[src/rtl/mem_bus_if.sv]
// Memory-side bus of the unified 128x32 memory.
// The memory latches writes on the falling clock edge.
interface mem_bus_if;
    logic [31:0] mem_dir;
    logic [31:0] mem_write_data;
    logic        mem_memwrite;
    logic        mem_memread;
    logic [31:0] mem_read_data;

    modport master (
        output mem_dir,
        output mem_write_data,
        output mem_memwrite,
        output mem_memread,
        input  mem_read_data
    );

    modport slave (
        input  mem_dir,
        input  mem_write_data,
        input  mem_memwrite,
        input  mem_memread,
        output mem_read_data
    );
endinterface

[src/rtl/mem_bus_initiator.sv]
// Arbitrates fetch and data ports onto the memory bus.
// Address legality is checked before any memory strobe is raised.
module mem_bus_initiator #(
    parameter logic [31:0] TEXT_BASE  = 32'h00400000,
    parameter int unsigned TEXT_WORDS = 6,
    parameter logic [31:0] DATA_BASE  = 32'h10000000,
    parameter int unsigned DATA_WORDS = 32
) (
    input  logic        clk,
    input  logic        rst_n,
    input  logic        i_req,
    input  logic [31:0] i_addr,
    output logic        i_ready,
    output logic        i_valid,
    output logic [31:0] i_rdata,
    output logic        i_err,
    input  logic        d_req,
    input  logic        d_we,
    input  logic [31:0] d_addr,
    input  logic [31:0] d_wdata,
    output logic        d_ready,
    output logic        d_valid,
    output logic [31:0] d_rdata,
    output logic        d_err,
    mem_bus_if.master   bus
);

    localparam logic [31:0] TEXT_END = TEXT_BASE + 32'(4 * TEXT_WORDS);
    localparam logic [31:0] DATA_END = DATA_BASE + 32'(4 * DATA_WORDS);

    typedef enum logic [1:0] {
        IDLE,
        BUS,
        RESP
    } state_t;

    state_t      state;
    state_t      state_nx;
    logic        last_d;
    logic        port_d;
    logic        we_q;
    logic [31:0] dir_q;
    logic [31:0] wdata_q;
    logic        memread_q;
    logic        memwrite_q;

    logic        sel_d;
    logic        accept;
    logic        a_we;
    logic [31:0] a_addr;
    logic        in_text;
    logic        in_data;
    logic        legal;
    logic        rsp_en;
    logic        rsp_d;
    logic        rsp_err;
    logic [31:0] rsp_data;

    // Data wins only when alone or when fetch had the previous grant.
    assign sel_d   = d_req && (!i_req || !last_d);
    assign i_ready = (state == IDLE) && i_req && !sel_d;
    assign d_ready = (state == IDLE) && sel_d;
    assign accept  = i_ready || d_ready;

    assign a_we    = sel_d && d_we;
    assign a_addr  = sel_d ? d_addr : i_addr;
    assign in_text = (a_addr >= TEXT_BASE) && (a_addr < TEXT_END);
    assign in_data = (a_addr >= DATA_BASE) && (a_addr < DATA_END);
    assign legal   = (a_addr[1:0] == 2'b00)
                   && (in_data || (in_text && !a_we));

    assign rsp_en   = (accept && !legal) || (state == BUS);
    assign rsp_d    = (state == BUS) ? port_d : sel_d;
    assign rsp_err  = (state != BUS);
    assign rsp_data = ((state == BUS) && !we_q) ? bus.mem_read_data : 32'h0;

    assign bus.mem_dir        = dir_q;
    assign bus.mem_write_data = wdata_q;
    assign bus.mem_memread    = memread_q;
    assign bus.mem_memwrite   = memwrite_q;

    always_ff @(posedge clk or negedge rst_n) begin
        if (!rst_n) begin
            state <= IDLE;
        end else begin
            state <= state_nx;
        end
    end

    always_comb begin
        state_nx = state;
        unique case (state)
            IDLE: begin
                if (accept) begin
                    state_nx = legal ? BUS : RESP;
                end
            end
            BUS:     state_nx = RESP;
            RESP:    state_nx = IDLE;
            default: state_nx = IDLE;
        endcase
    end

    always_ff @(posedge clk or negedge rst_n) begin
        if (!rst_n) begin
            last_d     <= 1'b1;
            port_d     <= 1'b0;
            we_q       <= 1'b0;
            dir_q      <= 32'h0;
            wdata_q    <= 32'h0;
            memread_q  <= 1'b0;
            memwrite_q <= 1'b0;
            i_valid    <= 1'b0;
            i_rdata    <= 32'h0;
            i_err      <= 1'b0;
            d_valid    <= 1'b0;
            d_rdata    <= 32'h0;
            d_err      <= 1'b0;
        end else begin
            i_valid    <= 1'b0;
            d_valid    <= 1'b0;
            memread_q  <= 1'b0;
            memwrite_q <= 1'b0;
            if (accept) begin
                last_d <= sel_d;
                port_d <= sel_d;
                we_q   <= a_we;
            end
            if (accept && legal) begin
                dir_q      <= a_addr;
                memread_q  <= !a_we;
                memwrite_q <= a_we;
                if (a_we) begin
                    wdata_q <= d_wdata;
                end
            end
            if (rsp_en) begin
                if (rsp_d) begin
                    d_valid <= 1'b1;
                    d_rdata <= rsp_data;
                    d_err   <= rsp_err;
                end else begin
                    i_valid <= 1'b1;
                    i_rdata <= rsp_data;
                    i_err   <= rsp_err;
                end
            end
        end
    end

endmodule
[src/flat_wrapper.sv]
// flat-port wrapper written by rule: the top's interface ports become plain ports
module mem_bus_initiator_flat 
#(
    parameter logic [31:0] TEXT_BASE  = 32'h00400000,
    parameter int unsigned TEXT_WORDS = 6,
    parameter logic [31:0] DATA_BASE  = 32'h10000000,
    parameter int unsigned DATA_WORDS = 32
)
  (clk, rst_n, i_req, i_addr, i_ready, i_valid, i_rdata, i_err, d_req, d_we, d_addr, d_wdata, d_ready, d_valid, d_rdata, d_err, bus_mem_dir, bus_mem_write_data, bus_mem_memwrite, bus_mem_memread, bus_mem_read_data);
  mem_bus_if bus_i ();
  input  logic clk;
  input  logic rst_n;
  input  logic i_req;
  input  logic [31:0] i_addr;
  output logic i_ready;
  output logic i_valid;
  output logic [31:0] i_rdata;
  output logic i_err;
  input  logic d_req;
  input  logic d_we;
  input  logic [31:0] d_addr;
  input  logic [31:0] d_wdata;
  output logic d_ready;
  output logic d_valid;
  output logic [31:0] d_rdata;
  output logic d_err;
  output wire logic [$bits(bus_i.mem_dir)-1:0] bus_mem_dir;
  output wire logic [$bits(bus_i.mem_write_data)-1:0] bus_mem_write_data;
  output wire logic [$bits(bus_i.mem_memwrite)-1:0] bus_mem_memwrite;
  output wire logic [$bits(bus_i.mem_memread)-1:0] bus_mem_memread;
  input wire logic [$bits(bus_i.mem_read_data)-1:0] bus_mem_read_data;
  assign bus_mem_dir = bus_i.mem_dir;
  assign bus_mem_write_data = bus_i.mem_write_data;
  assign bus_mem_memwrite = bus_i.mem_memwrite;
  assign bus_mem_memread = bus_i.mem_memread;
  assign bus_i.mem_read_data = bus_mem_read_data;
  mem_bus_initiator #(.TEXT_BASE(TEXT_BASE), .TEXT_WORDS(TEXT_WORDS), .DATA_BASE(DATA_BASE), .DATA_WORDS(DATA_WORDS)) u_core (.clk(clk), .rst_n(rst_n), .i_req(i_req), .i_addr(i_addr), .i_ready(i_ready), .i_valid(i_valid), .i_rdata(i_rdata), .i_err(i_err), .d_req(d_req), .d_we(d_we), .d_addr(d_addr), .d_wdata(d_wdata), .d_ready(d_ready), .d_valid(d_valid), .d_rdata(d_rdata), .d_err(d_err), .bus(bus_i));
endmodule
[config.mk]
export PLATFORM = sky130hd
export DESIGN_NAME = mem_bus_initiator_flat
export DESIGN_NICKNAME = d
export VERILOG_FILES = /design/src/rtl/mem_bus_if.sv /design/src/rtl/mem_bus_initiator.sv /design/src/flat_wrapper.sv
export SDC_FILE = /design/constraint.sdc
export NUM_CORES = 1
export LEC_CHECK = 0
export BUFFER_PORTS_ARGS = -buffer_cell sky130_fd_sc_hd__buf_2
export CAP_MARGIN = 0
export CORE_MARGIN = 2
export CORE_UTILIZATION = 49
export DETAILED_ROUTE_END_ITERATION = 8
export GPL_TIMING_DRIVEN = 0
export PLACE_DENSITY_LB_ADDON = 0.25
export SYNTH_ARGS = -nofsm -noshare
export SYNTH_HDL_FRONTEND = slang
export SYNTH_SLANG_ARGS = --single-unit
[constraint.sdc]
create_clock -name clk -period 5.44 [get_ports clk]
set_clock_uncertainty 0.15 [all_clocks]
set_input_delay 0.544 -clock clk [delete_from_list [all_inputs] [get_ports clk]]
set_output_delay 0.544 -clock clk [all_outputs]
set_load 0.1 [all_outputs]
Word level (Yosys, flattened, before mapping):

Cells that the tools add are included.

* flip-flop bits (word level): 139
* input bits: 133
* output and inout port bits: 136
* word-level logic and storage cells: 61

* magnitude comparators: 4
* equality and inequality tests: 3
* multiplexer cells: 12
* bitwise operators: 1
* reduce and logical (&&, ||, !) cells: 27

Operators with widths (number)
* 32-bit 2-to-1 mux: 2
* 32-bit by 23-bit greater-or-equal comparator with 1-bit output (second input constant): 1
* 32-bit by 29-bit greater-or-equal comparator with 1-bit output (second input constant): 1
* 32-bit by 23-bit less-than comparator with 1-bit output (second input constant): 1
* 32-bit by 29-bit less-than comparator with 1-bit output (second input constant): 1
* 1-bit logical AND: 12
* 1-bit 2-to-1 mux: 7
* 1-bit logical NOT: 6
* 2-bit AND reduction: 3
* 2-bit logical NOT: 2
* 1-bit logical OR: 4
* 2-bit 2-to-1 mux: 2
* 2-bit by 1-bit != test with 1-bit output (second input constant): 2
* 2-bit case mux with 2 select lines: 1
* 2-bit by 1-bit equality test with 1-bit output (second input constant): 1
* 1-bit inverter: 1

Depth between registers and ports, before layout:

* depth in word-level cells: 13
* mapped depth: 10
* mapped depth without buffers: 6

Worst setup path after synthesis:

OpenSTA, ideal clock, no wires.

* path kind: in2reg
* from: input i_req
* to: register u_core.wdata_q[10] (netlist: u_core.bus.mem_write_data[10])
* setup time: 0.126 ns
* arrival: 3.257 ns
* required time: 5.164 ns
* setup slack: 1.907 ns
* stages: 5
* path buffers: 2
* cells stage by stage: buf_2 > a21oi_1 > nand4_4 > buf_6 > mux2_2

* elaborated cells on any way between the ends: 23
* classes of those cells: order compare: 4; mux: 1; reduce/logical: 18

RTL lines
* from (decl): line flat_wrapper.sv:13 `input logic i_req;`
* 1-bit logical NOT: line mem_bus_initiator.sv:60 `assign sel_d = d_req && (!i_req || !last_d);`
* 1-bit logical OR: line mem_bus_initiator.sv:60
* 1-bit logical AND: line mem_bus_initiator.sv:60
* 1-bit logical AND: line mem_bus_initiator.sv:62 `assign d_ready = (state == IDLE) && sel_d;`
* net d_ready: line flat_wrapper.sv:23 `output logic d_ready;`
* 1-bit logical OR: line mem_bus_initiator.sv:63 `assign accept = i_ready || d_ready;`
* 1-bit logical AND: line mem_bus_initiator.sv:129 `if (accept && legal) begin`
* 2-bit AND reduction (no source line)
* to (signal assigned): line mem_bus_initiator.sv:134 `wdata_q <= d_wdata;`
* to (decl): line mem_bus_initiator.sv:43 `logic [31:0] wdata_q;`

The timed path passes the listed nets, and every way through them passes these cells.
A chain may end at the register's enable or synchronous reset.

Final worst setup path:

* from: register u_core.state[0]
* to: output d_ready

* longest elaborated chain between the ends: 2

RTL lines
* from (decl): line mem_bus_initiator.sv:37 `state_t state;`
* from (signal assigned): line mem_bus_initiator.sv:86 `state <= state_nx;`
* 2-bit logical NOT: line mem_bus_initiator.sv:62
* 1-bit logical AND: line mem_bus_initiator.sv:62
* to (decl): line flat_wrapper.sv:23

Every way passes these cells.

==> run_results.csv <==
group,metric,value,unit
run_status,run_status,"complete, no violations",
run,maxCapViolations,0,
clock_network,postCtsResizedCells,0,
setup_path,critPathKind,"reg2out",
floorplanning,io_pins,269,
yosys,ys.warnings.count,0,
yosys,synth_cell_types,34,
grt,antenna_found_initial,0,
yosys,syn-num-nets,526,
floorplanning,core-area,0.0108,mm²
setup_path,cp.arrival,2.19,ns
grt,grt_pass1_vias,4478,
layout,area_growth,38.3,%
sta,fin_crit_sh,53.1,%
yosys,synth-simple-area-share,10.4,%
sta,tns,0,ns
floorplanning,die_h,110,µm
setup_path,worstPathMaxFanout,6,
power,seqPwrFrac,45.5,%
layout,drive_above_1_share,50.6,%
yosys,synth_top_area_cell,"dfrtp_1",
layout,final_nets,814,
floorplanning,core.rowCount,38,
power,powerDensity,306,mW/mm²
sta,tightest_slew,0.640,ns
layout,nFillCells,816,
route,avgViaCountPerCell,5.19,
yosys,synth_edf_count,0,
clock_network,numClockSinks,139,
placed_design,gp_congestion,0.917,
grt,grt_max_degree,71,
yosys,synth-main-ff-cell,"dfrtp_1",
grt,grt_first_pass_wirelength,22400,µm
yosys,netlist_area,0.00547,mm²
yosys,synth.top_cell.area_share,63.2,%
clock_network,cts_root_buffer,"clkbuf_8",
setup_path,cp_data_required_time,4.75,ns
grt,overflow,0,
yosys,ys_seq_area_share,63.6,%
yosys,netlist_instances,393,
yosys,synthMuxAreaShare,8.33,%
clock_network,cts.clk_slew.worst_paths,0.06,ns
clock_network,clockBufferDepth,2,
power,p_sw_share,23.6,%
sta,rsz0062_at_grt,"no",
clock_network,cts_setup_buffers,0,
power,vdd_drop_max,0.185,mV
yosys,yosys_register_bits,139,
route,drt_iter0_markers,218,
power,internal_power,0.00177,W
yosys,yosys-top-cells-area,"dfrtp_1, o2bb2ai_1, mux2_2",
route,drc,0,
placed_design,port_buffers,267,
sta,period_needed,2.89,ns
power,p_leak,4.26,nW
sta,slew_headroom,57.4,%
layout,diodes,0,
clock_network,cts_tree,"built",
floorplanning,die_x,110,µm
sta,max_freq,0.346,GHz
setup_path,setup.worst_path.start_class,"register",
route,wl_per_cell,17.0,µm
clock_network,clk_latency,0.50,ns
clock_network,h-tree-depth,4,
power,power.switching,0.000546,W
yosys,synth_top_family_by_area,"compound AO/OA/AOI/OAI gates",
sta,report.final.setup_viol,0,
yosys,synth_xor_area_share,0,%
route,ant_nets,0,
clock_network,cts_buffers,17,
placed_design,post-dp-hpwl,10600,µm
floorplanning,start_util,50.4,%
clock_network,hold_buffers,1,
hold_path,hold_path_class,"in2reg",
yosys,synthAdderAreaFrac,0,%
setup_path,crit_path_end_kind,"output port",
sta,slew_viol_final,0,
power,combPwrFrac,9.4,%
route,wirelength,14200,µm
sta,hold_slack,0.113,ns
route,dr_total_vias,4325,
floorplanning,dieArea,0.0120,mm²
yosys,async_flop_share,100,%
grt,grt_usage,24.6,%
route,dr.pass1.iters,4,
sta,finalHoldViolCount,0,
yosys,postSynthAreaPerCell,13.9,µm²
power,p_clk_share,45.1,%
yosys,synth-compound-area-share,14.0,%
-- cells in the mapped netlist (all sizes together), types with 3 or more instances --
| library cell | count |
|---|---|
| dfrtp | 138 |
| mux2i | 8 |
| nand2b | 33 |
| nor4 | 10 |
| a21boi | 3 |
| nand4 | 5 |
| nor2 | 4 |
| a21oi | 8 |
| clkbuf | 11 |
| nand2 | 9 |
| mux2 | 33 |
| o21ai | 6 |
| and2 | 25 |
| inv | 6 |
| o2bb2ai | 64 |
| buf | 14 |
-- state kept, by name, indices dropped and copies added (netlist names), 2 cells and up --
name                       count
u_core.bus.mem_dir            32
u_core.bus.mem_write_data     32
u_core.d_rdata                32
u_core.i_rdata                32
u_core.state                   2
-- area by class of cell --
type,instances,area [µm²],area share [%]
buffer,25,179,2.37
clock buffer,24,470,6.22
clock inverter,8,67.6,0.894
inverter,6,22.5,0.298
multi-input combinational,223,1790,23.6
sequential,139,3480,46.0
tap,140,175,2.32
timing repair buffer,269,1380,18.3
-- power by group through the flow --
stage | Combinational, W | Sequential [W] | Clock (W)
5_1_grt | 0.000237 | 0.00105 | 0.00112
6_report | 0.000216 | 0.00105 | 0.00104
2_1_floorplan | 0.000104 | 0.00108 | 0
3_5_place_dp | 0.000217 | 0.00107 | 0
4_1_cts | 0.000218 | 0.00105 | 0.00107
3_3_place_gp | 0.000208 | 0.00107 | 0
-- metal layers --
layer | track usage, % | share of wire, % | wire (µm) | vias to the layer above
met5 | 0 | 0 | 0 | -
met4 | 11.1 | 1.9 | 271 | 0
met3 | 9.07 | 9.4 | 1330 | 23
met2 | 37.5 | 47 | 6690 | 182
met1 | 31.4 | 42 | 5910 | 2122
li1 | - | - | - | 1998
-- critical path: stages (launching register included) --
cell	delay (ns)
dfrtp_1	0.37
nor2_1	0.31
nand2_1	0.09
a21oi_1	0.39
buf_2	0.53
-- worst paths after layout --
path	from	to	slack [ns]	depth (start not counted)
min in group asynchronous	rst_n	u_core.d_rdata[3]$_DFFE_PN0P_	0.45	2
hold / removal	d_wdata[2]	u_core.bus.mem_write_data[2]$_DFFE_PN0P_	0.11	2
max in group asynchronous	rst_n	u_core.bus.mem_write_data[9]$_DFFE_PN0P_	3.94	3
setup reg to reg	u_core.last_d$_DFFE_PN1N_	u_core.d_rdata[18]$_DFFE_PN0P_	2.73	8
setup / recovery	u_core.state[0]$_DFFE_PN0P_	d_ready	2.55	4
hold reg to reg	u_core.i_rdata[13]$_DFFE_PN0P_	u_core.i_rdata[13]$_DFFE_PN0P_	0.33	1
-- cell families (layout without fill, tap and decap cells) --
kind of cell	count (synthesis)	in the layout
flip-flops	139	139
multiplexers	41	41
AND/OR/NAND/NOR	93	93
buffers and inverters	31	332
AO/OA/AOI/OAI	89	89
-- per-stage QoR --
step / cells / worst slack [ns] / total power, W / utilization [%] / area [µm²]
after floorplan: 393 / 1.91 / 0.00119 / - / 5470
after global placement: 800 / 1.95 / 0.00128 / 64.4 / 6980
after detailed placement: 801 / 2.56 / 0.00129 / 64.7 / 7010
after CTS: 834 / 2.52 / 0.00234 / 69.7 / 7560
after global routing: 834 / 2.39 / 0.00241 / 69.7 / 7560
final: 834 / 2.55 / 0.00231 / 69.7 / 7560
-- placed cells by master, fill, tap and decap left out, types with 2 or more instances in the layout --
cell type	n
mux2i_1	8
buf_2	268
nand2b_1	33
nor4_1	10
and2_1	25
inv_1	6
clkinv_2	6
a22o_1	2
nor2_1	4
nor4b_1	2
nand2_1	9
o21ai_1	3
o2bb2ai_1	64
nor2b_1	2
o21ai_0	3
dfrtp_1	138
nor3_1	2
nand4_1	4
buf_6	12
clkbuf_1	15
mux2_2	32
a21boi_4	3
clkbuf_8	4
clkbuf_16	16
a21oi_1	7
Power figures use the tool's default switching activity.
